--- config.mk ---
export PLATFORM = sky130hd
export DESIGN_NAME = alu_sched
export DESIGN_NICKNAME = d
export VERILOG_FILES = /design/src/rtl/alu_sched_pkg.sv /design/src/rtl/alu_sched_arbiter.sv /design/src/rtl/alu_sched.sv
export SDC_FILE = /design/constraint.sdc
export NUM_CORES = 1
export LEC_CHECK = 0
export ABC_AREA = 1
export BUFFER_PORTS_ARGS = -buffer_cell sky130_fd_sc_hd__buf_2
export CORE_MARGIN = 8
export CORE_UTILIZATION = 25
export CTS_CLUSTER_DIAMETER = 60
export DETAILED_ROUTE_END_ITERATION = 6
export GPL_TIMING_DRIVEN = 0
export PLACE_DENSITY = 0.56
export SETUP_SLACK_MARGIN = 0.3
export SLEW_MARGIN = 10
export SYNTH_ARGS = -nofsm -noshare
export SYNTH_HDL_FRONTEND = slang
export SYNTH_SLANG_ARGS = --single-unit
--- constraint.sdc ---
create_clock -name clk -period 1.88 [get_ports clk]
set_input_delay 0.376 -clock clk [delete_from_list [all_inputs] [get_ports clk]]
set_output_delay 0.376 -clock clk [all_outputs]
set_load 0.01 [all_outputs]
--- src/rtl/alu_sched_pkg.sv ---
// alu_sched_pkg: shared definitions for the ALU scheduler.
//   - aluctrl opcode constants
//   - scheduler FSM state encoding
//   - is_multicycle(): true for opcodes whose ALU inputs must be held
//     stable for MULDIV_CYCLES cycles (MUL, DIV)
package alu_sched_pkg;

    localparam logic [3:0] OP_AND = 4'd0;
    localparam logic [3:0] OP_OR  = 4'd1;
    localparam logic [3:0] OP_ADD = 4'd2;
    localparam logic [3:0] OP_MUL = 4'd4;
    localparam logic [3:0] OP_DIV = 4'd5;
    localparam logic [3:0] OP_SUB = 4'd10;
    localparam logic [3:0] OP_SLT = 4'd11;

    typedef enum logic [1:0] {
        ST_IDLE = 2'd0,
        ST_EXEC = 2'd1,
        ST_RESP = 2'd2
    } state_t;

    function automatic logic is_multicycle(input logic [3:0] ctrl);
        return (ctrl == OP_MUL) || (ctrl == OP_DIV);
    endfunction

endpackage

--- src/rtl/alu_sched_arbiter.sv ---
// alu_rr_arbiter: combinational round-robin pick.
//   valid  in   NREQ  request vector
//   ptr    in   IW    highest-priority requester this cycle
//   grant  out  NREQ  one-hot grant (all zero when nothing valid)
//   idx    out  IW    index of the granted requester
//   any    out  1     at least one request valid
module alu_rr_arbiter #(
    parameter int NREQ = 2,
    localparam int IW  = (NREQ > 1) ? $clog2(NREQ) : 1
) (
    input  logic [NREQ-1:0] valid,
    input  logic [IW-1:0]   ptr,
    output logic [NREQ-1:0] grant,
    output logic [IW-1:0]   idx,
    output logic            any
);

    int          pos;
    logic [IW-1:0] pos_idx;

    // Scan from ptr upwards with wrap; first valid requester wins.
    always_comb begin
        grant   = '0;
        idx     = '0;
        any     = 1'b0;
        pos     = 0;
        pos_idx = '0;
        for (int k = 0; k < NREQ; k++) begin
            pos = int'(ptr) + k;
            if (pos >= NREQ) pos = pos - NREQ;
            pos_idx = IW'(pos);
            if (!any && valid[pos_idx]) begin
                any          = 1'b1;
                grant[pos_idx] = 1'b1;
                idx          = pos_idx;
            end
        end
    end

endmodule

--- src/rtl/alu_sched.sv ---
// alu_sched: shares one W-bit ALU between NREQ requesters, one op in flight.
//   clk, reset_n             clock, async active-low reset
//   req_valid/ready/a/b/ctrl per-requester op interface (packed per requester)
//   rsp_valid/ready/id/data/zero/err  shared tagged response
//   alu_a/alu_b/alu_ctrl     registered drive to the ALU
//   alu_out/alu_zero         ALU result
//   busy                     scheduler not idle
// Optional build macro DIVZERO_TRAP_EN: DIV by zero is trapped locally
// (all-ones result, rsp_err=1) instead of being issued to the ALU.
//
// state | meaning
// IDLE  | waiting for a request; grant is combinational this cycle
// EXEC  | first cycle loads alu_*, then hold until cnt reaches 0
// RESP  | result registered, held until rsp_ready
module alu_sched
    import alu_sched_pkg::*;
#(
    parameter int NREQ          = 2,
    parameter int W             = 32,
    parameter int MULDIV_CYCLES = 4,
    localparam int IW           = (NREQ > 1) ? $clog2(NREQ) : 1
) (
    input  logic              clk,
    input  logic              reset_n,
    input  logic [NREQ-1:0]   req_valid,
    output logic [NREQ-1:0]   req_ready,
    input  logic [NREQ*W-1:0] req_a,
    input  logic [NREQ*W-1:0] req_b,
    input  logic [NREQ*4-1:0] req_ctrl,
    output logic              rsp_valid,
    input  logic              rsp_ready,
    output logic [IW-1:0]     rsp_id,
    output logic [W-1:0]      rsp_data,
    output logic              rsp_zero,
    output logic              rsp_err,
    output logic [W-1:0]      alu_a,
    output logic [W-1:0]      alu_b,
    output logic [3:0]        alu_ctrl,
    input  logic [W-1:0]      alu_out,
    input  logic              alu_zero,
    output logic              busy
);

    localparam int            CW     = $clog2(MULDIV_CYCLES + 1);
    localparam logic [CW-1:0] CNT_MD = CW'(MULDIV_CYCLES - 1);

    state_t        state_q, state_d;
    logic [IW-1:0] ptr_q;
    logic [CW-1:0] cnt_q;
    logic          issued_q;
    logic [W-1:0]  op_a_q, op_b_q;
    logic [3:0]    op_ctrl_q;
    logic [IW-1:0] op_id_q;
    logic          op_trap_q;

    logic [NREQ-1:0] grant;
    logic [IW-1:0]   gidx;
    logic            gany;
    logic [W-1:0]    sel_a, sel_b;
    logic [3:0]      sel_ctrl;
    logic            sel_trap;

    alu_rr_arbiter #(.NREQ(NREQ)) u_arb (
        .valid (req_valid),
        .ptr   (ptr_q),
        .grant (grant),
        .idx   (gidx),
        .any   (gany)
    );

    assign sel_a    = req_a[int'(gidx)*W +: W];
    assign sel_b    = req_b[int'(gidx)*W +: W];
    assign sel_ctrl = req_ctrl[int'(gidx)*4 +: 4];

`ifdef DIVZERO_TRAP_EN
    assign sel_trap = (sel_ctrl == OP_DIV) && (sel_b == '0);

    always_ff @(posedge clk or negedge reset_n) begin
        if (!reset_n) begin
            rsp_err <= 1'b0;
        end else if (state_q == ST_EXEC && issued_q && cnt_q == '0) begin
            rsp_err <= op_trap_q;
        end else if (state_q == ST_RESP && rsp_ready) begin
            rsp_err <= 1'b0;
        end
    end
`else
    assign sel_trap = 1'b0;
    assign rsp_err  = 1'b0;
`endif

    always_ff @(posedge clk or negedge reset_n) begin
        if (!reset_n) state_q <= ST_IDLE;
        else          state_q <= state_d;
    end

    always_comb begin
        state_d = state_q;
        case (state_q)
            ST_IDLE: if (gany) state_d = ST_EXEC;
            ST_EXEC: if (issued_q && cnt_q == '0) state_d = ST_RESP;
            ST_RESP: if (rsp_ready) state_d = ST_IDLE;
            default: state_d = ST_IDLE;
        endcase
    end

    always_comb begin
        req_ready = (state_q == ST_IDLE) ? grant : '0;
        busy      = (state_q != ST_IDLE);
    end

    // The first EXEC cycle only loads alu_*; the result is sampled no earlier
    // than one full cycle later, so the ALU path starts at a register and the
    // grant mux never feeds the ALU combinationally.
    always_ff @(posedge clk or negedge reset_n) begin
        if (!reset_n) begin
            ptr_q     <= '0;
            cnt_q     <= '0;
            issued_q  <= 1'b0;
            op_a_q    <= '0;
            op_b_q    <= '0;
            op_ctrl_q <= '0;
            op_id_q   <= '0;
            op_trap_q <= 1'b0;
            alu_a     <= '0;
            alu_b     <= '0;
            alu_ctrl  <= '0;
            rsp_valid <= 1'b0;
            rsp_id    <= '0;
            rsp_data  <= '0;
            rsp_zero  <= 1'b0;
        end else begin
            case (state_q)
                ST_IDLE: begin
                    if (gany) begin
                        op_a_q    <= sel_a;
                        op_b_q    <= sel_b;
                        op_ctrl_q <= sel_ctrl;
                        op_id_q   <= gidx;
                        op_trap_q <= sel_trap;
                        issued_q  <= 1'b0;
                        cnt_q     <= (is_multicycle(sel_ctrl) && !sel_trap) ? CNT_MD : '0;
                        if (gidx == IW'(NREQ - 1)) ptr_q <= '0;
                        else                       ptr_q <= gidx + 1'b1;
                    end
                end
                ST_EXEC: begin
                    if (!issued_q) begin
                        issued_q <= 1'b1;
                        if (!op_trap_q) begin
                            alu_a    <= op_a_q;
                            alu_b    <= op_b_q;
                            alu_ctrl <= op_ctrl_q;
                        end
                    end else if (cnt_q != '0) begin
                        cnt_q <= cnt_q - 1'b1;
                    end else begin
                        rsp_valid <= 1'b1;
                        rsp_id    <= op_id_q;
                        rsp_data  <= op_trap_q ? '1 : alu_out;
                        rsp_zero  <= op_trap_q ? 1'b0 : alu_zero;
                    end
                end
                ST_RESP: begin
                    if (rsp_ready) rsp_valid <= 1'b0;
                end
                default: ;
            endcase
        end
    end

endmodule

==> results of run 1 <==
## logic make-up after synthesis
group,share of synthesized area (%)
adders and majority gates,0.349
DFF,62.5
buffers and inverters,3.42
AOI/OAI and AO/OA,7.36
muxes,15.7
other,0.0523
and+or+nand+nor,10.7
## path summary, 6_finish.rpt
kind,from,to,slack [ns],depth (start not counted)
min,req_a[51],op_a_q[19]$_DFFE_PN0P_,0.15,3
min in group asynchronous,reset_n,alu_a[22]$_DFFE_PN0P_,0.48,2
max in group asynchronous,reset_n,op_b_q[22]$_DFFE_PN0P_,0.55,3
max,state_q[1]$_DFFE_PN0P_,req_ready[0],0.12,5
max reg2reg,state_q[0]$_DFFE_PN0P_,alu_b[10]$_DFFE_PN0P_,0.16,8
min reg2reg,op_b_q[13]$_DFFE_PN0P_,op_b_q[13]$_DFFE_PN0P_,0.47,2
## placed cells by master (no fill, tap or decap), drive strengths merged
cell type / netlist / routed
inv: 18 / 22
nand2: 165 / 166
mux2: 100 / 100
or2: 1 / 1
nand3: 11 / 11
dfrtp: 179 / 179
a21oi: 3 / 3
bufinv: 0 / 2
nor2: 12 / 12
o21ai: 5 / 5
clkinvlp: 0 / 3
ha: 2 / 2
clkbuf: 0 / 31
conb: 1 / 1
a22oi: 65 / 65
and2: 1 / 1
clkinv: 0 / 4
dlygate4sd3: 0 / 1
buf: 33 / 341
## registers in the layout, summed over array words and instances (netlist names)
| register | flops |
|---|---|
| alu_a | 32 |
| alu_b | 32 |
| alu_ctrl | 4 |
| cnt_q | 3 |
| issued_q | 1 |
| op_a_q | 32 |
| op_b_q | 32 |
| op_ctrl_q | 4 |
| op_id_q | 1 |
| ptr_q | 1 |
| rsp_data | 32 |
| rsp_id | 1 |
| rsp_valid | 1 |
| rsp_zero | 1 |
| state_q | 2 |
## worst max-delay path, cell delays in order (launching register included)
cell	delay, ns
dfrtp_2	0.43
nor2_4	0.16
nand3_2	0.10
inv_2	0.08
buf_6	0.11
buf_6	0.09
## stage by stage
stage                     power [mW]  utilization, %  area (um2)  setup slack, ns
after detailed placement        13.4            31.9        9090           0.0284
after CTS                       17.7            35.1       10000            0.107
after global routing            20.3            38.2       10900           0.0456
after global placement          13.2            31.8        9050            -2.54
final                           18.9            38.2       10900            0.125
after floorplan                 10.6               -        7170            0.299
## final cells by class
type                       count  area, um2  area share, %
sequential                   179       4480           41.2
multi-input combinational    367       2760           25.4
timing repair buffer         321       2000           18.4
buffer                        33        480           4.42
tap                          384        480           4.42
clock buffer                  19        443           4.08
clock inverter                13        148           1.36
inverter                      18       70.1          0.645
## synth_stat cells (2+ instances only)
library cell and instances:
buf_2 28, a22oi_1 65, ha_1 2, nand3_1 9, buf_4 5, nor2_1 10, mux2_1 52, o21ai_0 5
nand2_1 163, inv_2 3, inv_1 15, a21oi_1 3, nand2_2 2, dfrtp_1 179, mux2_2 48
## per-layer routing
layer	track usage, %	up-vias	wire, um
met4	3.84	0	378
met2	20.7	154	11400
met1	15.0	2751	9390
li1	-	2712	-
met3	3.00	17	1330
met5	0	-	0
## report_power, final
group,total (mW),internal [mW],switching [mW]
combinational,8.61,4.34,4.27
sequential,6.62,5.74,0.871
clock,3.65,2.02,1.63
## timing repair
action,4_1_cts,5_1_grt
resized for setup,61,105
endpoints found under the setup margin,156,236
pin swaps,6,22
hold endpoints to repair,40,0
gates cloned,0,13
hold buffers,1,0
setup buffers,11,17
==> results.toml, run 1 <==
[outcome]
status = "finished, final reports clean"

[routing]
dr.pass1.iters = 4
vias_per_cell = 4.22
antenna_left = 0
drtIter0Drc = 256
vias = 5634
routed_wl_mm = 22.5
wl_per_cell_um = 16.8
drc_errors = 0

[logic_synthesis]
synthesis.nets = 772
ys_warn_count = 0
synth_cell_types = 22
ys_top_cells_by_area = "dfrtp_1, nand2_1, mux2_1, mux2_2, a22oi_1"
syn_area_per_cell_um2 = 12.0
ys_ff_latch = 179
synth_top_area_share_pct = 62.5
netlist_area_mm2 = 0.00717
synth_top_area_cell = "dfrtp_1"
ys_async_sr_fraction_pct = 100
synth_ff_type = "dfrtp_1"
yosysSeqAreaShare_pct = 62.5
synthCells = 596
synth_enable_flop_cells = 0

[power_and_ir_drop]
vdd_ir_drop_max_v = 0.000612
power_density_mw_per_mm2 = 1740
p_leak_nw = 5.52

[finish]
antennaDiodeCount = 0
fillerInstances = 2833
stdcell_count = 1334
nNetsFinal = 1113
area_growth_pct = 51.5
drive_above_1_share_pct = 52.4

[clock_tree]
htree_levels = 4
cts_tree = "built"
cts_buffers = 17
root_buffer = "clkbuf_16"
clock_latency_ns = 0.42
cts.sinks = 179
clk_pin_slew_ns = 0.07
clk_path_buf_depth = 2

[sta]
period_needed_ns = 1.76
worstMarginPinSlew_ns = 0.528
whs_ns = 0.154
final_hold_viol_count = 0
slew_violations = 0
maxClockFrequency_mhz = 570
final.setup.tns_ns = 0
fin_skew_ns = 0.00799
setup_violations = 0
min_period_over_period_pct = 93.4
maxSlewHeadroom_pct = 64.8
rsz0062_at_grt = "yes"

[floorplan]
num_rows = 62
core_area_mm2 = 0.0285
dieWidth_um = 185
initial_core_util_pct = 25.2
ios = 281
dieHeight_um = 185
dieArea_mm2 = 0.0344

[run]
maxCapViolCount = 0

[worst_setup_path]
critical_path_class = "flip-flop to output pin"
cp-end-kind = "output pin"
crit_fanout = 3
crit_required_ns = 1.50
cp-start-kind = "flip-flop"
worst_ep_arrival_time_ns = 1.38

[worst_hold_path]
hold_class = "input port to flip-flop"

[global_route]
grt_max_degree = 91
track_usage_pct = 12.2
antenna_found_initial = 0
grt_pass1_vias = 5886
grt_pass1_wl_mm = 32.5
overflow = 0

[place]
io_buffers = 279
gp_congestion = 0.707
dp_cells = 1260
dp_hpwl_mm = 15.4
(Power assumes the default switching activity.)
==> inputs of run 2 (changes only) <==
--- a/config.mk
+++ b/config.mk
@@ -13,7 +13,7 @@
 export DETAILED_ROUTE_END_ITERATION = 6
 export GPL_TIMING_DRIVEN = 0
 export PLACE_DENSITY = 0.56
-export SETUP_SLACK_MARGIN = 0.3
+export SETUP_SLACK_MARGIN = 0.2
 export SLEW_MARGIN = 10
 export SYNTH_ARGS = -nofsm -noshare
 export SYNTH_HDL_FRONTEND = slang
==> results.toml, run 2 (synthesis gave the netlist of run 1 again) <==
[sta]
min_period_over_period_pct = 93.4
maxSlewHeadroom_pct = 53.0
fin_skew_ns = 0.0100
period_needed_ns = 1.76
setup_violations = 0
whs_ns = 0.155
fin_ws_ns = 0.123
rsz0062_at_grt = "yes"
final_hold_viol_count = 0
slew_violations = 0
maxClockFrequency_mhz = 569
worstMarginPinSlew_ns = 0.705

[floorplan]
core_area_mm2 = 0.0285
ios = 281
num_rows = 62
dieArea_mm2 = 0.0344
initial_core_util_pct = 25.2
dieWidth_um = 185
dieHeight_um = 185

[routing]
antenna_left = 0
vias = 5495
drc_errors = 0
wl_per_cell_um = 15.9
drtIter0Drc = 254
routed_wl_mm = 21.0
vias_per_cell = 4.18
dr.pass1.iters = 4

[power_and_ir_drop]
vdd_ir_drop_max_v = 0.000515
p_leak_nw = 5.22
power_density_mw_per_mm2 = 1740

[clock_tree]
clk_pin_slew_ns = 0.07
cts_buffers = 17
cts_tree = "built"
htree_levels = 4
root_buffer = "clkbuf_16"
clock_latency_ns = 0.42
cts.sinks = 179
clk_path_buf_depth = 2

[outcome]
status = "finished, final reports clean"

[finish]
antennaDiodeCount = 0
area_growth_pct = 40.8
stdcell_area_mm2 = 0.0101
drive_above_1_share_pct = 47.4
final_common_cell = "buf_2"
mostFrequentLayoutCells = "buf_2, dfrtp_1, nand2_1"
final_util_pct = 35.5
stdcell_count = 1316
nNetsFinal = 1095

[place]
dp_hpwl_mm = 15.4
pre_cts_slack_ns = 0.0284
io_buffers = 279
gp_congestion = 0.707
placed_area_mm2 = 0.00909
dp_cells = 1260

[worst_setup_path]
crit_required_ns = 1.50
reg2reg_slack_ns = 0.24
critical_path_class = "flip-flop to output pin"
cp-end-kind = "output pin"
cp_top_family = "flip-flops"
cp-start-kind = "flip-flop"
worst_ep_arrival_time_ns = 1.38
slowest_stage = "dfrtp_2"
path_buf_inv = 3
cpPeakStageDelay_ns = 0.43
r2r_end = "rsp_data[1]$_DFFE_PN0P_"
r2r-start = "state_q[0]$_DFFE_PN0P_"
cp_cell_sequence = "nor2_4, nand3_2, inv_2, buf_6, buf_6"
crit_top_cell = "buf_6"
rr_worst_depth = 7
crit_fanout = 3

[global_route]
antenna_found_initial = 0
track_usage_pct = 12.2
grt_pass1_wl_mm = 32.5
grt_pass1_vias = 5908
overflow = 0
grt_max_degree = 91

[run]
maxCapViolCount = 0

[worst_hold_path]
hold_depth = 3
hp-start = "req_a[51]"
hold_class = "input port to flip-flop"
hold_end = "op_a_q[19]$_DFFE_PN0P_"
## run 2: cell count changes in the layout (fill, tap and decap cells not counted), moves of 4 or more
cell,change
inv_1,+4
buf_4,+15
mux2_2,+4
mux2_4,-5
buf_12,-14
a22oi_1,+30
a22oi_2,-30
buf_8,-7
clkbuf_16,-11
## run 2: power by group
group	switching (mW)	internal, mW	leakage [nW]
combinational	3.86	3.40	2.75
sequential	0.865	5.74	2.19
clock	1.63	2.02	0.282
total	6.36	11.2	5.22
## run 2: worst register-to-register path, stage by stage (launching register included)
cell     delay, ns
dfrtp_1       0.41
buf_4         0.14
inv_2         0.05
nor2_4        0.24
buf_4         0.17
nand3_2       0.11
buf_4         0.16
mux2_2        0.26
## run 2: worst max path at each step
stage                          endpoint  slack, ns              startpoint  cells past startpoint
4_1_cts                    req_ready[0]       0.11  state_q[1]$_DFFE_PN0P_                      5
6_report                   req_ready[0]       0.12  state_q[1]$_DFFE_PN0P_                      5
2_1_floorplan  rsp_data[10]$_DFFE_PN0P_       0.30    cnt_q[0]$_DFFE_PN0P_                      6
5_1_grt                    req_ready[0]       0.05  state_q[0]$_DFFE_PN0P_                      5
3_5_place_dp      op_a_q[2]$_DFFE_PN0P_       0.03  state_q[1]$_DFFE_PN0P_                      7
3_3_place_gp      alu_b[17]$_DFFE_PN0P_      -2.54                 reset_n                      1
## run 2: area by class of cell
| class | count | area, um2 |
|---|---|---|
| plain buffers | 33 | 290 |
| clock buffers | 19 | 443 |
| clock inverters | 13 | 148 |
| fillers | 2910 | 18400 |
| inverters | 18 | 67.6 |
| multi-input cells | 367 | 2560 |
| flip-flops and latches | 179 | 4480 |
| well taps | 384 | 480 |
| repair buffers | 303 | 1630 |
## run 2: per-stage QoR
stage          power (mW)  setup TNS, ns
2_1_floorplan        10.6              0
3_3_place_gp         13.2        -451.33
3_5_place_dp         13.4              0
4_1_cts              17.4              0
5_1_grt              18.9              0
6_report             17.5              0
## run 2: repair_timing
| item | in CTS | in global routing |
|---|---|---|
| buffers inserted | 9 | 13 |
| endpoints found under the setup margin | 100 | 118 |
| pin swaps | 3 | 3 |
| gates cloned | 0 | 1 |
| resized for setup | 26 | 48 |
| endpoints found under the hold margin | 40 | 0 |
| hold buffers | 1 | 0 |
## run 2: metal layers
layer / routed length, um / up-vias / global-route usage [%]
li1: - / 2677 / -
met1: 8550 / 2657 / 14.9
met2: 10700 / 146 / 20.6
met3: 1370 / 15 / 3.06
met4: 310 / 0 / 4.16
met5: 0 / - / 0
==> inputs of run 3 (changes only) <==
--- a/config.mk
+++ b/config.mk
@@ -7,12 +7,14 @@
 export LEC_CHECK = 0
 export ABC_AREA = 1
 export BUFFER_PORTS_ARGS = -buffer_cell sky130_fd_sc_hd__buf_2
+export CELL_PAD_IN_SITES_DETAIL_PLACEMENT = 0
+export CELL_PAD_IN_SITES_GLOBAL_PLACEMENT = 1
 export CORE_MARGIN = 8
 export CORE_UTILIZATION = 25
 export CTS_CLUSTER_DIAMETER = 60
 export DETAILED_ROUTE_END_ITERATION = 6
 export GPL_TIMING_DRIVEN = 0
-export PLACE_DENSITY = 0.56
+export PLACE_DENSITY = 0.66
 export SETUP_SLACK_MARGIN = 0.2
 export SLEW_MARGIN = 10
 export SYNTH_ARGS = -nofsm -noshare
==> results.toml, run 3 (synthesis gave the netlist of run 1 again) <==
[floorplan]
dieWidth_um = 185
ios = 281
initial_core_util_pct = 25.2
dieHeight_um = 185
core_area_mm2 = 0.0285
num_rows = 62
dieArea_mm2 = 0.0344

[power_and_ir_drop]
clkPwrFrac_pct = 21.4
p_leak_nw = 5.19
switching_share_pct = 36.5
internal_power_mw = 11.1
power_density_mw_per_mm2 = 1740
pwr-share-comb_pct = 40.8
vdd_ir_drop_max_v = 0.000542
p_sw_mw = 6.37
p_seq_share_pct = 37.8

[sta]
whs_ns = -0.0136
min_period_over_period_pct = 93.3
slew_violations = 0
maxClockFrequency_mhz = 570
maxSlewHeadroom_pct = 49.1
period_needed_ns = 1.75
setup_violations = 0
fin_ws_ns = 0.125
worstMarginPinSlew_ns = 0.763
fin_skew_ns = 0.0122
rsz0062_at_grt = "yes"
final_hold_viol_count = 5

[clock_tree]
clk_pin_slew_ns = 0.07
root_buffer = "clkbuf_16"
clk_path_buf_depth = 2
cts_buffers = 17
cts_hold_buf = 0
cts.sinks = 179
clock_latency_ns = 0.42
htree_levels = 4
cts_tree = "built"

[place]
dp_hpwl_mm = 15.6
gp_congestion = 0.731
pre_cts_slack_ns = 0.0551
placed_area_mm2 = 0.00909
io_buffers = 279

[worst_setup_path]
worst_ep_arrival_time_ns = 1.38
cpPeakStageDelay_ns = 0.42
cp-end-kind = "output pin"
cp-start-kind = "flip-flop"
reg2reg_slack_ns = 0.28
slowest_stage = "dfrtp_2"
crit_required_ns = 1.50
cp_cell_sequence = "nor2_4, nand3_2, inv_2, buf_8, buf_6"
critical_path_class = "flip-flop to output pin"
crit_fanout = 3

[routing]
drt-met1-wl_mm = 9.26
dr.pass1.iters = 4
antenna_left = 0
vias_per_cell = 4.14
met3WireLength_mm = 1.27
vias = 5416
routed_wl_mm = 21.3
wl_met2_mm = 10.5
highest_layer = "met4"
wl_per_cell_um = 16.3
drtIter0Drc = 186
drc_errors = 0

[outcome]
violations = "negative hold slack"
status = "finished with violations"

[finish]
mostFrequentLayoutCells = "buf_2, dfrtp_1, nand2_1"
stdcell_area_mm2 = 0.0100
area_growth_pct = 40.0
final_util_pct = 35.3
final_common_cell = "buf_2"
drive_above_1_share_pct = 47.8
nNetsFinal = 1085

[run]
maxCapViolCount = 0

[global_route]
grt_pass1_wl_mm = 32.7
grt_pass1_vias = 5849
track_usage_pct = 12.4
overflow = 0
antenna_found_initial = 1
grt_max_degree = 100

[worst_hold_path]
hold_class = "input port to async pin"
## run 3: metrics by stage
stage / std cells / setup TNS (ns) / power [mW]
after CTS: 1303 / 0 / 17.5
after detailed placement: 1260 / 0 / 13.4
after floorplan: 596 / 0 / 10.6
final: 1307 / 0 / 17.5
after global routing: 1307 / 0 / 18.9
after global placement: 1259 / -460.67 / 13.2
## run 3: path summary, 6_finish.rpt
| path | startpoint | endpoint | cells past startpoint |
|---|---|---|---|
| max reg2reg | state_q[1]$_DFFE_PN0P_ | alu_b[4]$_DFFE_PN0P_ | 5 |
| max | state_q[1]$_DFFE_PN0P_ | req_ready[0] | 5 |
| max in group asynchronous | reset_n | op_b_q[0]$_DFFE_PN0P_ | 2 |
| min reg2reg | op_b_q[27]$_DFFE_PN0P_ | op_b_q[27]$_DFFE_PN0P_ | 2 |
| min in group clk | req_a[50] | op_a_q[18]$_DFFE_PN0P_ | 3 |
| min | reset_n | alu_a[22]$_DFFE_PN0P_ | 1 |
## run 3: repair_timing
item	CTS	global route
setup buffers	11	3
hold endpoints to repair	0	0
pin swaps	5	2
gates resized for setup	23	53
setup endpoints to repair	89	78
## run 3: critical path, delay by kind of cell, from the launching register on
family                 cells  cell delay, ns
buffers and inverters      3            0.28
AND/OR/NAND/NOR            2            0.26
flip-flops                 1            0.42
## run 3: power groups by stage
stage | Sequential [mW] | Clock, mW | Combinational [mW]
5_1_grt | 6.86 | 4.04 | 7.98
3_5_place_dp | 6.68 | 0 | 6.72
4_1_cts | 6.61 | 3.88 | 7.04
2_1_floorplan | 7.09 | 0 | 3.52
6_report | 6.60 | 3.74 | 7.12
3_3_place_gp | 6.61 | 0 | 6.62
## run 3: area by class of cell
class	count	area, um2
Tap cell	384	480
Fill cell	2921	18400
Antenna cell	1	2.50
Clock inverter	14	168
Multi-Input combinational cell	366	2570
Timing Repair Buffer	294	1560
Buffer	33	280
Inverter	18	67.6
Sequential cell	179	4480
Clock buffer	18	439
## run 3: per-layer routing
layer	vias to the layer above	track usage, %
met5	-	0
met4	0	3.33
met3	11	3.30
met2	146	20.7
met1	2599	15.7
li1	2660	-
